==> src/rtl/pipe_pkg.sv <==
// Shared pipeline types and constants for the memory stage.
package pipe_pkg;

  typedef enum logic {IDLE, BUSY} mem_state_t;

  localparam int unsigned WORD_ALIGN_BITS = 2;
  localparam int unsigned REG_ADDR_W      = 4;

  // Copy of the EX/MEM control fields held while an access is outstanding.
  typedef struct packed {
    logic                  PCSrc;
    logic                  RegWrite;
    logic                  MemtoReg;
    logic                  MemWrite;
    logic [REG_ADDR_W-1:0] WA3;
  } mem_ctrl_t;

endpackage

==> src/rtl/mem_wait_timer.sv <==
// Counts BUSY cycles without DAck; expired flags the last cycle before abort.
module mem_wait_timer #(
  parameter int unsigned TIMEOUT = 16
) (
  input  logic CLK,
  input  logic RST_N,
  input  logic clr,
  input  logic en,
  output logic expired
);

  localparam logic [7:0] LastCnt = 8'(TIMEOUT - 1);

  logic [7:0] count_q, count_d;

  always_comb begin
    count_d = count_q;
    if (clr) begin
      count_d = '0;
    end else if (en) begin
      count_d = count_q + 8'd1;
    end
  end

  always_ff @(posedge CLK or negedge RST_N) begin
    if (!RST_N) begin
      count_q <= '0;
    end else begin
      count_q <= count_d;
    end
  end

  assign expired = (count_q == LastCnt);

endmodule

==> src/rtl/mem_stage_ctrl.sv <==
// Memory stage: issues loads/stores over a req/ack bus and drives the MEM/WB register.
module mem_stage_ctrl
  import pipe_pkg::*;
#(
  parameter int unsigned BITS    = 32,
  parameter int unsigned TIMEOUT = 16
) (
  input  logic                  CLK,
  input  logic                  RST_N,
  input  logic [BITS-1:0]       ALUResultM,
  input  logic [BITS-1:0]       WriteDataM,
  input  logic                  PCSrcM,
  input  logic                  RegWriteM,
  input  logic                  MemtoRegM,
  input  logic                  MemWriteM,
  input  logic [REG_ADDR_W-1:0] WA3M,
  output logic                  DReq,
  output logic                  DWe,
  output logic [BITS-1:0]       DAddr,
  output logic [BITS-1:0]       DWData,
  input  logic [BITS-1:0]       DRData,
  input  logic                  DAck,
  output logic [BITS-1:0]       ALUOutW,
  output logic [BITS-1:0]       ReadDataW,
  output logic                  PCSrcW,
  output logic                  RegWriteW,
  output logic                  MemtoRegW,
  output logic [REG_ADDR_W-1:0] WA3W,
  output logic                  StallM,
  output logic                  BusErr
);

  mem_state_t            state_q, state_d;
  mem_ctrl_t             lat_q, lat_d;
  logic                  dreq_q, dreq_d, dwe_q, dwe_d;
  logic [BITS-1:0]       daddr_q, daddr_d, dwdata_q, dwdata_d;
  logic [BITS-1:0]       alu_out_q, alu_out_d, rdata_q, rdata_d;
  logic                  pcsrc_q, pcsrc_d, regwrite_q, regwrite_d, memtoreg_q, memtoreg_d;
  logic [REG_ADDR_W-1:0] wa3_q, wa3_d;
  logic                  bus_err_q, bus_err_d;

  logic mem_op, misaligned, expired, timer_clr, timer_en;

  assign mem_op     = MemtoRegM | MemWriteM;
  assign misaligned = |ALUResultM[WORD_ALIGN_BITS-1:0];
  assign timer_en   = (state_q == BUSY) & ~DAck & ~expired;
  assign timer_clr  = (state_q != BUSY) | DAck | expired;

  mem_wait_timer #(
    .TIMEOUT (TIMEOUT)
  ) u_timer (
    .CLK     (CLK),
    .RST_N   (RST_N),
    .clr     (timer_clr),
    .en      (timer_en),
    .expired (expired)
  );

  always_comb begin
    state_d    = state_q;
    lat_d      = lat_q;
    dreq_d     = dreq_q;
    dwe_d      = dwe_q;
    daddr_d    = daddr_q;
    dwdata_d   = dwdata_q;
    alu_out_d  = alu_out_q;
    rdata_d    = rdata_q;
    pcsrc_d    = pcsrc_q;
    regwrite_d = regwrite_q;
    memtoreg_d = memtoreg_q;
    wa3_d      = wa3_q;
    bus_err_d  = bus_err_q;
    StallM     = 1'b0;

    case (state_q)
      IDLE: begin
        if (!mem_op) begin
          alu_out_d  = ALUResultM;
          pcsrc_d    = PCSrcM;
          regwrite_d = RegWriteM;
          memtoreg_d = MemtoRegM;
          wa3_d      = WA3M;
        end else begin
          // Both misaligned and issued ops send a bubble (write-enables only).
          pcsrc_d    = 1'b0;
          regwrite_d = 1'b0;
          memtoreg_d = 1'b0;
          if (misaligned) begin
            bus_err_d = 1'b1;
          end else begin
            StallM   = 1'b1;
            state_d  = BUSY;
            dreq_d   = 1'b1;
            dwe_d    = MemWriteM;
            daddr_d  = ALUResultM;
            dwdata_d = WriteDataM;
            lat_d    = '{PCSrc: PCSrcM, RegWrite: RegWriteM, MemtoReg: MemtoRegM,
                         MemWrite: MemWriteM, WA3: WA3M};
          end
        end
      end
      BUSY: begin
        if (DAck) begin
          state_d    = IDLE;
          dreq_d     = 1'b0;
          alu_out_d  = daddr_q;
          pcsrc_d    = lat_q.PCSrc;
          regwrite_d = lat_q.RegWrite & ~lat_q.MemWrite;
          memtoreg_d = lat_q.MemtoReg;
          wa3_d      = lat_q.WA3;
          if (!lat_q.MemWrite) begin
            rdata_d = DRData;
          end
        end else begin
          pcsrc_d    = 1'b0;
          regwrite_d = 1'b0;
          memtoreg_d = 1'b0;
          if (expired) begin
            state_d   = IDLE;
            dreq_d    = 1'b0;
            bus_err_d = 1'b1;
          end else begin
            StallM = 1'b1;
          end
        end
      end
      default: state_d = IDLE;
    endcase
  end

  always_ff @(posedge CLK or negedge RST_N) begin
    if (!RST_N) begin
      state_q    <= IDLE;
      lat_q      <= '0;
      dreq_q     <= 1'b0;
      dwe_q      <= 1'b0;
      daddr_q    <= '0;
      dwdata_q   <= '0;
      alu_out_q  <= '0;
      rdata_q    <= '0;
      pcsrc_q    <= 1'b0;
      regwrite_q <= 1'b0;
      memtoreg_q <= 1'b0;
      wa3_q      <= '0;
      bus_err_q  <= 1'b0;
    end else begin
      state_q    <= state_d;
      lat_q      <= lat_d;
      dreq_q     <= dreq_d;
      dwe_q      <= dwe_d;
      daddr_q    <= daddr_d;
      dwdata_q   <= dwdata_d;
      alu_out_q  <= alu_out_d;
      rdata_q    <= rdata_d;
      pcsrc_q    <= pcsrc_d;
      regwrite_q <= regwrite_d;
      memtoreg_q <= memtoreg_d;
      wa3_q      <= wa3_d;
      bus_err_q  <= bus_err_d;
    end
  end

  assign DReq      = dreq_q;
  assign DWe       = dwe_q;
  assign DAddr     = daddr_q;
  assign DWData    = dwdata_q;
  assign ALUOutW   = alu_out_q;
  assign ReadDataW = rdata_q;
  assign PCSrcW    = pcsrc_q;
  assign RegWriteW = regwrite_q;
  assign MemtoRegW = memtoreg_q;
  assign WA3W      = wa3_q;
  assign BusErr    = bus_err_q;

endmodule

==> config.mk <==
export PLATFORM = sky130hd
export DESIGN_NAME = mem_stage_ctrl
export DESIGN_NICKNAME = d
export VERILOG_FILES = /design/src/rtl/pipe_pkg.sv /design/src/rtl/mem_wait_timer.sv /design/src/rtl/mem_stage_ctrl.sv
export SDC_FILE = /design/constraint.sdc
export NUM_CORES = 1
export LEC_CHECK = 0
export CAP_MARGIN = 0
export CORE_ASPECT_RATIO = 0.9
export CORE_MARGIN = 4
export CORE_UTILIZATION = 63
export DETAILED_ROUTE_END_ITERATION = 8
export DONT_BUFFER_PORTS = 1
export PLACE_DENSITY_LB_ADDON = 0.3
export RECOVER_POWER = 50
export SLEW_MARGIN = 25
export SYNTH_ARGS = -nofsm -noshare
export SYNTH_HDL_FRONTEND = slang
export SYNTH_HIERARCHICAL = 1
export SYNTH_SLANG_ARGS = --single-unit
==> constraint.sdc <==
create_clock -name CLK -period 2.66 [get_ports CLK]
set_input_delay 0 -clock CLK [delete_from_list [all_inputs] [get_ports CLK]]
set_output_delay 0 -clock CLK [all_outputs]
set_load 0.005 [all_outputs]
After elaboration in Yosys (flattened, before gate mapping)
Index checks and enable logic that the tools add are counted.
{"block": "word_totals", "wordCells": 77, "in_bits": 107, "register_bits": 154, "latch_bits": 0, "out_inout_bits": 139, "mem_bits_ro": 0, "mem_count": 0, "ramBits": 0}
{"block": "op_classes", "n_bitwise": 11, "n_shift": 0, "addsub": 1, "mux": 32, "n_reduce_logical": 7, "eq_ne": 9, "order_cmp": 0, "n_mul": 0, "div": 0}
{"cell": "$mux W32", "n": 2}
{"cell": "$pmux W32 S2", "n": 1}
{"cell": "$mux W1", "n": 18}
{"cell": "$mux W8", "n": 2}
{"cell": "$ne A2 B2 Y1 const B", "n": 6}
{"cell": "$pmux W1 S2", "n": 6}
{"cell": "$reduce_and A3 Y1", "n": 3}
{"cell": "$add A8 B1 Y8 const B", "n": 1}
{"cell": "$eq A8 B4 Y1 const B", "n": 1}
{"cell": "$mux W4", "n": 2}
{"cell": "$pmux W4 S2", "n": 1}
{"cell": "$not A1 Y1", "n": 5}
{"cell": "$reduce_and A4 Y1", "n": 1}
{"cell": "$and A1 B1 Y1", "n": 3}
{"cell": "$ne A3 B2 Y1 const B", "n": 1}
{"cell": "$or A1 B1 Y1", "n": 3}
{"cell": "$ne A2 B1 Y1 const B", "n": 1}
{"cell": "$reduce_and A2 Y1", "n": 1}
{"cell": "$reduce_bool A2 Y1", "n": 1}
{"cell": "$reduce_or A2 Y1", "n": 1}

Depth between registers and ports, before layout
Gate-level depths: netlist of run 1.
{"block": "logic_depth", "word_depth": 5, "depth_mapped": 9}

Cells and area by module
The synthesis of run 1 kept the hierarchy.
{"module": "mem_stage_ctrl", "n_inst": 1, "area_each_um2": 5970.7, "cells_per_inst": 365}
{"module": "mem_wait_timer", "n_inst": 1, "area_each_um2": 394.1, "cells_per_inst": 39}

Least setup slack after synthesis of run 1
OpenSTA, ideal clock, no wires.
{"block": "synth_path", "path_type": "register to register", "startpoint": "reg u_timer.count_q[0]", "endpoint": "reg u_timer.count_q[6]", "required_ns": 2.582, "arrival_time_ns": 1.797, "path_stages_with_launch": 10, "setup_slack_ns": 0.785, "period_less_slack_ns": 1.875, "cell_sequence": "dfrtp_1 -> ha_1 -> nand4b_1 -> nor4_1 -> nor2b_1 -> nor2b_1 -> buf_2 -> nand2_1 -> or3_1 -> a21oi_1"}
{"block": "synth_via", "elab_chain_len": 4}
{"element": "start, declared", "line_no": "mem_wait_timer.sv:14", "text": "logic [7:0] count_q, count_d;"}
{"element": "start signal, assigned", "line_no": "mem_wait_timer.sv:29", "text": "count_q <= count_d;"}
{"element": "$eq A8 B4 Y1", "line_no": "mem_wait_timer.sv:33", "text": "assign expired = (count_q == LastCnt);"}
{"element": "named net expired", "line_no": "mem_stage_ctrl.sv:42", "text": "logic mem_op, misaligned, expired, timer_clr, timer_en;"}
{"element": "$not A1 Y1", "line_no": "mem_stage_ctrl.sv:46", "text": "assign timer_en = (state_q == BUSY) & ~DAck & ~expired;"}
{"element": "$and A1 B1 Y1", "line_no": "mem_stage_ctrl.sv:46"}
{"element": "named net timer_en", "line_no": "mem_stage_ctrl.sv:42"}
{"element": "$reduce_bool A2 Y1 (no source line)"}
The timed path passes the listed nets, and every way through them passes these cells. The select of a mux whose other input is x is not followed.
A chain may end at the register's enable or synchronous reset.

Final worst setup path of run 1
{"block": "layout_path", "startpoint": "reg state_q", "endpoint": "out StallM"}
{"block": "layout_via", "elab_chain_len": 2}
{"element": "start, declared", "line_no": "mem_stage_ctrl.sv:33", "text": "mem_state_t state_q, state_d;"}
{"element": "start signal, assigned", "line_no": "mem_stage_ctrl.sv:147", "text": "state_q <= state_d;"}
{"element": "$not A1 Y1 (no source line)"}
{"element": "$pmux W1 S2 (*)", "line_no": "mem_stage_ctrl.sv:75", "text": "case (state_q)"}
{"element": "end, declared", "line_no": "mem_stage_ctrl.sv:29", "text": "output logic StallM,"}
Every way passes the cells marked *; elsewhere a longest branch is shown, timed or not.

==> metrics.txt, run 1 <==
PwrDens=894 nW/um2; # placed instances=514; clock-pin slew on the worst setup and hold paths=0.06 ns; adder-cell share of the synthesized area=0.197%; min cycle time layout=2.12 ns; largest net degree at the start of global routing=155; xor and xnor area share after synthesis=0.550%; CP Data Arrival Time=2.12 ns; Post-synth ARST share=100%; ys flop type=dfrtp_1; simple-gate share of the synthesized area=3.01%; Post-Syn Area per Cell=15.8 um2; Slew HR=63.4%; Routed wire per std cell=22.8 um; setup ws final=0.542 ns; Post-Layout Cell Count=655; All-Layer GR Usage=25.4%; final hold violations=154; Met3 Wirelength=1500 um; Final Cycle Share=79.6%; status=finished with violations; Filler cells=485; Syn Inst Count=404; RSZ-0062 raised after global routing=no; WL final=15,000 um; Worst Skew=0.00635 ns; vias in the first global route=4,187; Synth Area in Compound Gates=1.44%; Yosys cell types=35; failing checks=negative hold slack; Die Y=103 um; HPWL Detailed=9470 um; Slowest cell on crit path=dfrtp_1; post-CTS resize count=0; setup violators final=0; CP Launch Type=register; area share of the largest cell type after synthesis=60.5%; Synth Register Bits=154; slowest stage delay, CP=0.51 ns; met2 WL post-DR=7720 um; CTS tree=built; Min Hold Slack=-0.720 ns; clk buf depth=2; multiplexer share of the synthesized area=30.6%; Ports=246; Place WS=0.661 ns; Post-CTS Hold Fix Bufs=108; sequential cell area=3850 um2; Remaining DRCs=0; Critical Path Stages=4; via count=3,769; multi-input logic area=2280 um2; critical path class=register to primary output; Row Count=34; TritonCTS buffer count=17; H-Tree Depth=4; critical path's top delay family=simple AND/OR/NAND/NOR gates; Via density=5.75; Seq/Total Area, Yosys=60.5%; setup TNS=0 ns; CP required=2.66 ns; Area Overhead vs Synth=26.7%; cell taking the most area after synthesis=dfrtp_1; Post-Syn Area=6360 um2; Synth area leaders=dfrtp_1, mux2_2, mux2_1; most numerous cell in the Yosys netlist=dfrtp_1; EDFF count, synth=0; Fmax achieved=0.472 GHz; Lkg Pwr=3.44 nW; crit path buf inv count=1; Max IR drop VDD=0.656 mV; Synth Warn #=6; top layer in use=met4; crit path cell chain=nor3_4, and2b_2, buf_4, or2_2; final weighted congestion in routability-driven placement=0.775; DRT antenna net count=0; Worst Setup End Kind=primary output; port bufs=0; Die W=114 um; core area=9780 um2; total grt overflow=0; Slew @ Worst Pin=0.548 ns; initial antenna violation count=0; Setup Fix Bufs, Post-CTS=0; share of cells above drive strength 1=27.8%; first-pass GRT wire length=22,800 um; Max FO, Critical Path=41; Post-synth top cells=dfrtp_1, mux2_2, mux2_1; drt first pass iters=4; initial detailed-routing violation count=218; largest family of logic cells by synthesized area=multiplexers; Hold/Removal Path Class=input pin to asynchronous set/reset pin; # nets final=623; R2R cell count=9; Num Clock Sinks=154; Die Area=11,800 um2; Post-Syn Nets=512; Starting Density=65.1%; metal1 wirelength=5210 um; Final Slew Violations=0; Root Buffer=clkbuf_16; Max-Cap Viols=0; clock insertion delay at the later pin of the skew report=0.41 ns
==> registers in the layout, indices dropped and copies added, names as in the netlist <==
register,cells
ALUOutW,32
DAddr,32
DWData,32
ReadDataW,32
u_timer/count_q,8
lat_q,7
WA3W,4
BusErr,1
DReq,1
DWe,1
MemtoRegW,1
PCSrcW,1
RegWriteW,1
state_q,1
==> layout make-up <==
cell class | instances | area share, %
clock inverters | 13 | 2.37
well taps | 126 | 1.95
clock buffers | 19 | 5.49
inverters | 3 | 0.140
diodes | 1 | 0.0310
flip-flops and latches | 154 | 47.8
multi-input cells | 225 | 28.3
repair buffers | 114 | 14.0
==> cells by family after synthesis <==
logic type,Yosys count
multiplexers,173
flip-flops,154
AND/OR/NAND/NOR,33
buffers and inverters,25
AO/OA/AOI/OAI,14
XOR/XNOR,4
adder cells (fa/ha/maj),1
==> power by group <==
group          internal (mW)  total [mW]  switching [mW]
clock                   1.61        2.57           0.965
combinational          0.664        1.01           0.348
sequential              3.02        3.63           0.613
==> stage by stage <==
step           area [um2]  power [mW]  util, %
6_report             8070        7.21     82.4
5_1_grt              8060        7.54     82.4
4_1_cts              8070        7.25     82.4
3_5_place_dp         6350        4.53     64.9
3_3_place_gp         6350        4.42     64.9
2_1_floorplan        6360        4.20        -
==> layer usage <==
metal | GRT usage, % | up-vias
li1 | - | 1659
met4 | 12.5 | 0
met5 | 0 | -
met3 | 10.3 | 40
met1 | 26.9 | 1884
met2 | 44.4 | 186
==> cells in the final DEF, fill, tap and decap left out, types with 2 or more instances in the layout <==
master,Yosys,routed
bufinv_16,0,4
o21ai_0,4,4
nor2b_1,4,4
a21oi_1,3,3
clkbuf_16,0,17
nand4_1,3,3
dfrtp_1,154,154
nand2_1,5,5
xor2_1,3,3
or3_1,3,3
buf_4,4,6
inv_1,3,3
mux2_1,67,67
dlygate4sd3_1,0,108
nor2_1,7,6
inv_6,0,3
nand3_1,3,3
clkinvlp_4,0,3
clkinv_4,0,2
a22o_1,3,3
mux2_2,105,105
==> worst paths after layout <==
| path | start | to | slack (ns) |
|---|---|---|---|
| max in group asynchronous | RST_N | ALUOutW[19] | 3.22 |
| hold reg to reg | lat_q[3] | lat_q[3] | 0.49 |
| setup / recovery | state_q | StallM | 0.54 |
| min in group CLK | DAck | ReadDataW[26] | 0.25 |
| hold / removal | RST_N | ReadDataW[22] | -0.72 |
| setup reg to reg | u_timer/count_q[0] | u_timer/count_q[6] | 0.58 |
Power figures use the tool's default switching activity.
==> run 2, diff against run 1 <==
==> constraint.sdc (replaced) <==
create_clock -name CLK -period 2.04 [get_ports CLK]
set_input_delay 0 -clock CLK [delete_from_list [all_inputs] [get_ports CLK]]
set_output_delay 0 -clock CLK [all_outputs]
set_load 0.005 [all_outputs]
==> run 2 against run 1 <==
Compared with the run above:
- the flow still finishes with violations (negative hold slack)
- worst hold slack better by 0.0099 ns
- first-iteration DRC count grew 15%
- clock power increased by 25%
- cell count grew 1.1%
- total power grew 29%
- global-route usage is 0.38 points higher
- critical path depth grew 3
- register-to-register slack got worse by 0.47 ns
- critical endpoint unchanged
==> metrics.txt, run 2 (synthesized netlist as in run 1, its figures left out) <==
Hold/Removal Path Class=input pin to asynchronous set/reset pin; diode count=0; slowest stage delay, CP=0.37 ns; Worst Skew=0.00976 ns; Slew HR=70.5%; worst flop-to-flop path startpoint=u_timer/count_q[1]; final hold violations=154; setup ws final=0.0949 ns; Remaining DRCs=0; initial detailed-routing violation count=250; first-pass GRT wire length=23,200 um; Crit. Startpoint=u_timer/count_q[1]; All-Layer GR Usage=25.8%; # placed instances=516; Slowest cell on crit path=dfrtp_1; Row Count=34; Critical Path Stages=7; DRT antenna net count=0; core area=9780 um2; min cycle time layout=1.95 ns; Area Overhead vs Synth=28.2%; Min Hold Slack=-0.710 ns; Root Buffer=clkbuf_16; crit path buf inv count=1; most frequent cells in the layout=dfrtp_1, dlygate4sd3_1, mux2_2; PnR Total Power=9.32 mW; PwrDens=1140 nW/um2; critical path's top delay family=simple AND/OR/NAND/NOR gates; Fmax achieved=0.514 GHz; Filler cells=470; Post-CTS Hold Fix Bufs=108; CP Launch Type=register; clk buf depth=2; setup violators final=0; Place WS=0.0829 ns; final weighted congestion in routability-driven placement=0.757; Post-Layout Cell Count=662; Num Clock Sinks=154; Via density=5.68; Max-Cap Viols=0; dpl cell area=6400 um2; total grt overflow=0; CP endpoint=StallM; status=finished with violations; Max IR drop VDD=0.741 mV; commonest non-fill, non-tap cell in the layout=dfrtp_1; drt first pass iters=4; CP required=2.04 ns; failing checks=negative hold slack; Final Cycle Share=95.3%; Slew @ Worst Pin=0.443 ns; Finished Cell Area=8160 um2; Max FO, Critical Path=5; critical path class=register to primary output; share of cells above drive strength 1=29.5%; R2R cell count=8; HPWL Detailed=9370 um; Starting Density=65.1%; r2r endpoint=DReq; CP Data Arrival Time=1.95 ns; Routed wire per std cell=22.9 um; via count=3,760; CTS tree=built; TritonCTS buffer count=17; Die Y=103 um; setup TNS=0 ns; initial antenna violation count=0; clock insertion delay at the later pin of the skew report=0.40 ns; Lkg Pwr=3.47 nW; # nets final=631; Ports=246; Final Slew Violations=0; crit path cell chain=ha_2, nand4b_1, nor4_2, nor2b_1, nor2b_4, buf_6, or2_4; vias in the first global route=4,267; port bufs=0; Die W=114 um; flop-to-flop setup slack=0.11 ns; largest net degree at the start of global routing=155; H-Tree Depth=4; Die Area=11,800 um2; clock-pin slew on the worst setup and hold paths=0.06 ns; WL final=15,200 um; Worst Setup End Kind=primary output
-- run 2: cell types whose count changed in the layout (fill, tap and decap cells not counted), moves of 2 or more --
cell	previous run	this run
buf_12	0	3
buf_4	6	9
clkinv_2	1	3
inv_6	3	0
-- run 2: layout make-up --
class                      count  area, um2  area share (%)
timing repair buffer         122       1230            15.1
sequential                   154       3850            47.2
multi-input combinational    225       2300            28.2
tap                          126        158            1.93
inverter                       3       11.3           0.138
clock inverter                11        145            1.78
clock buffer                  21        460            5.64
-- run 2: repair_timing --
item,4_1_cts,5_1_grt
gates resized for setup,0,7
endpoints found under the setup margin,1,4
cloned,0,1
hold endpoints to repair,298,154
pin swaps,0,3
setup buffers,2,3
-- run 2: worst min path at each step --
stage | endpoint | cells after the start | slack [ns]
final | DWData[23] | 0 | -0.71
after global placement | DWData[20] | 0 | -0.29
after global routing | DWData[23] | 0 | -0.74
after floorplan | ALUOutW[0] | 0 | -0.30
after detailed placement | DWData[23] | 0 | -0.29
after CTS | DWe | 0 | -0.72
-- run 2: stage by stage --
stage | hold WS [ns] | util, %
4_1_cts | -0.718 | 82.8
3_5_place_dp | -0.290 | 65.4
2_1_floorplan | -0.296 | -
3_3_place_gp | -0.291 | 65.4
6_report | -0.710 | 83.4
5_1_grt | -0.741 | 83.4
-- run 2: where the power goes --
| part | internal [mW] | switching (mW) |
|---|---|---|
| Sequential | 3.93 | 0.810 |
| Clock | 1.99 | 1.22 |
| Combinational | 0.897 | 0.466 |
| Total | 6.82 | 2.50 |
-- run 2: metal layers --
metal	up-vias	part of all wire, %	global-route usage, %
li1	1681	-	-
met1	1901	37	28.5
met2	160	52	44.9
met3	18	9.9	10.9
met4	0	2.1	9.50
met5	-	0	0
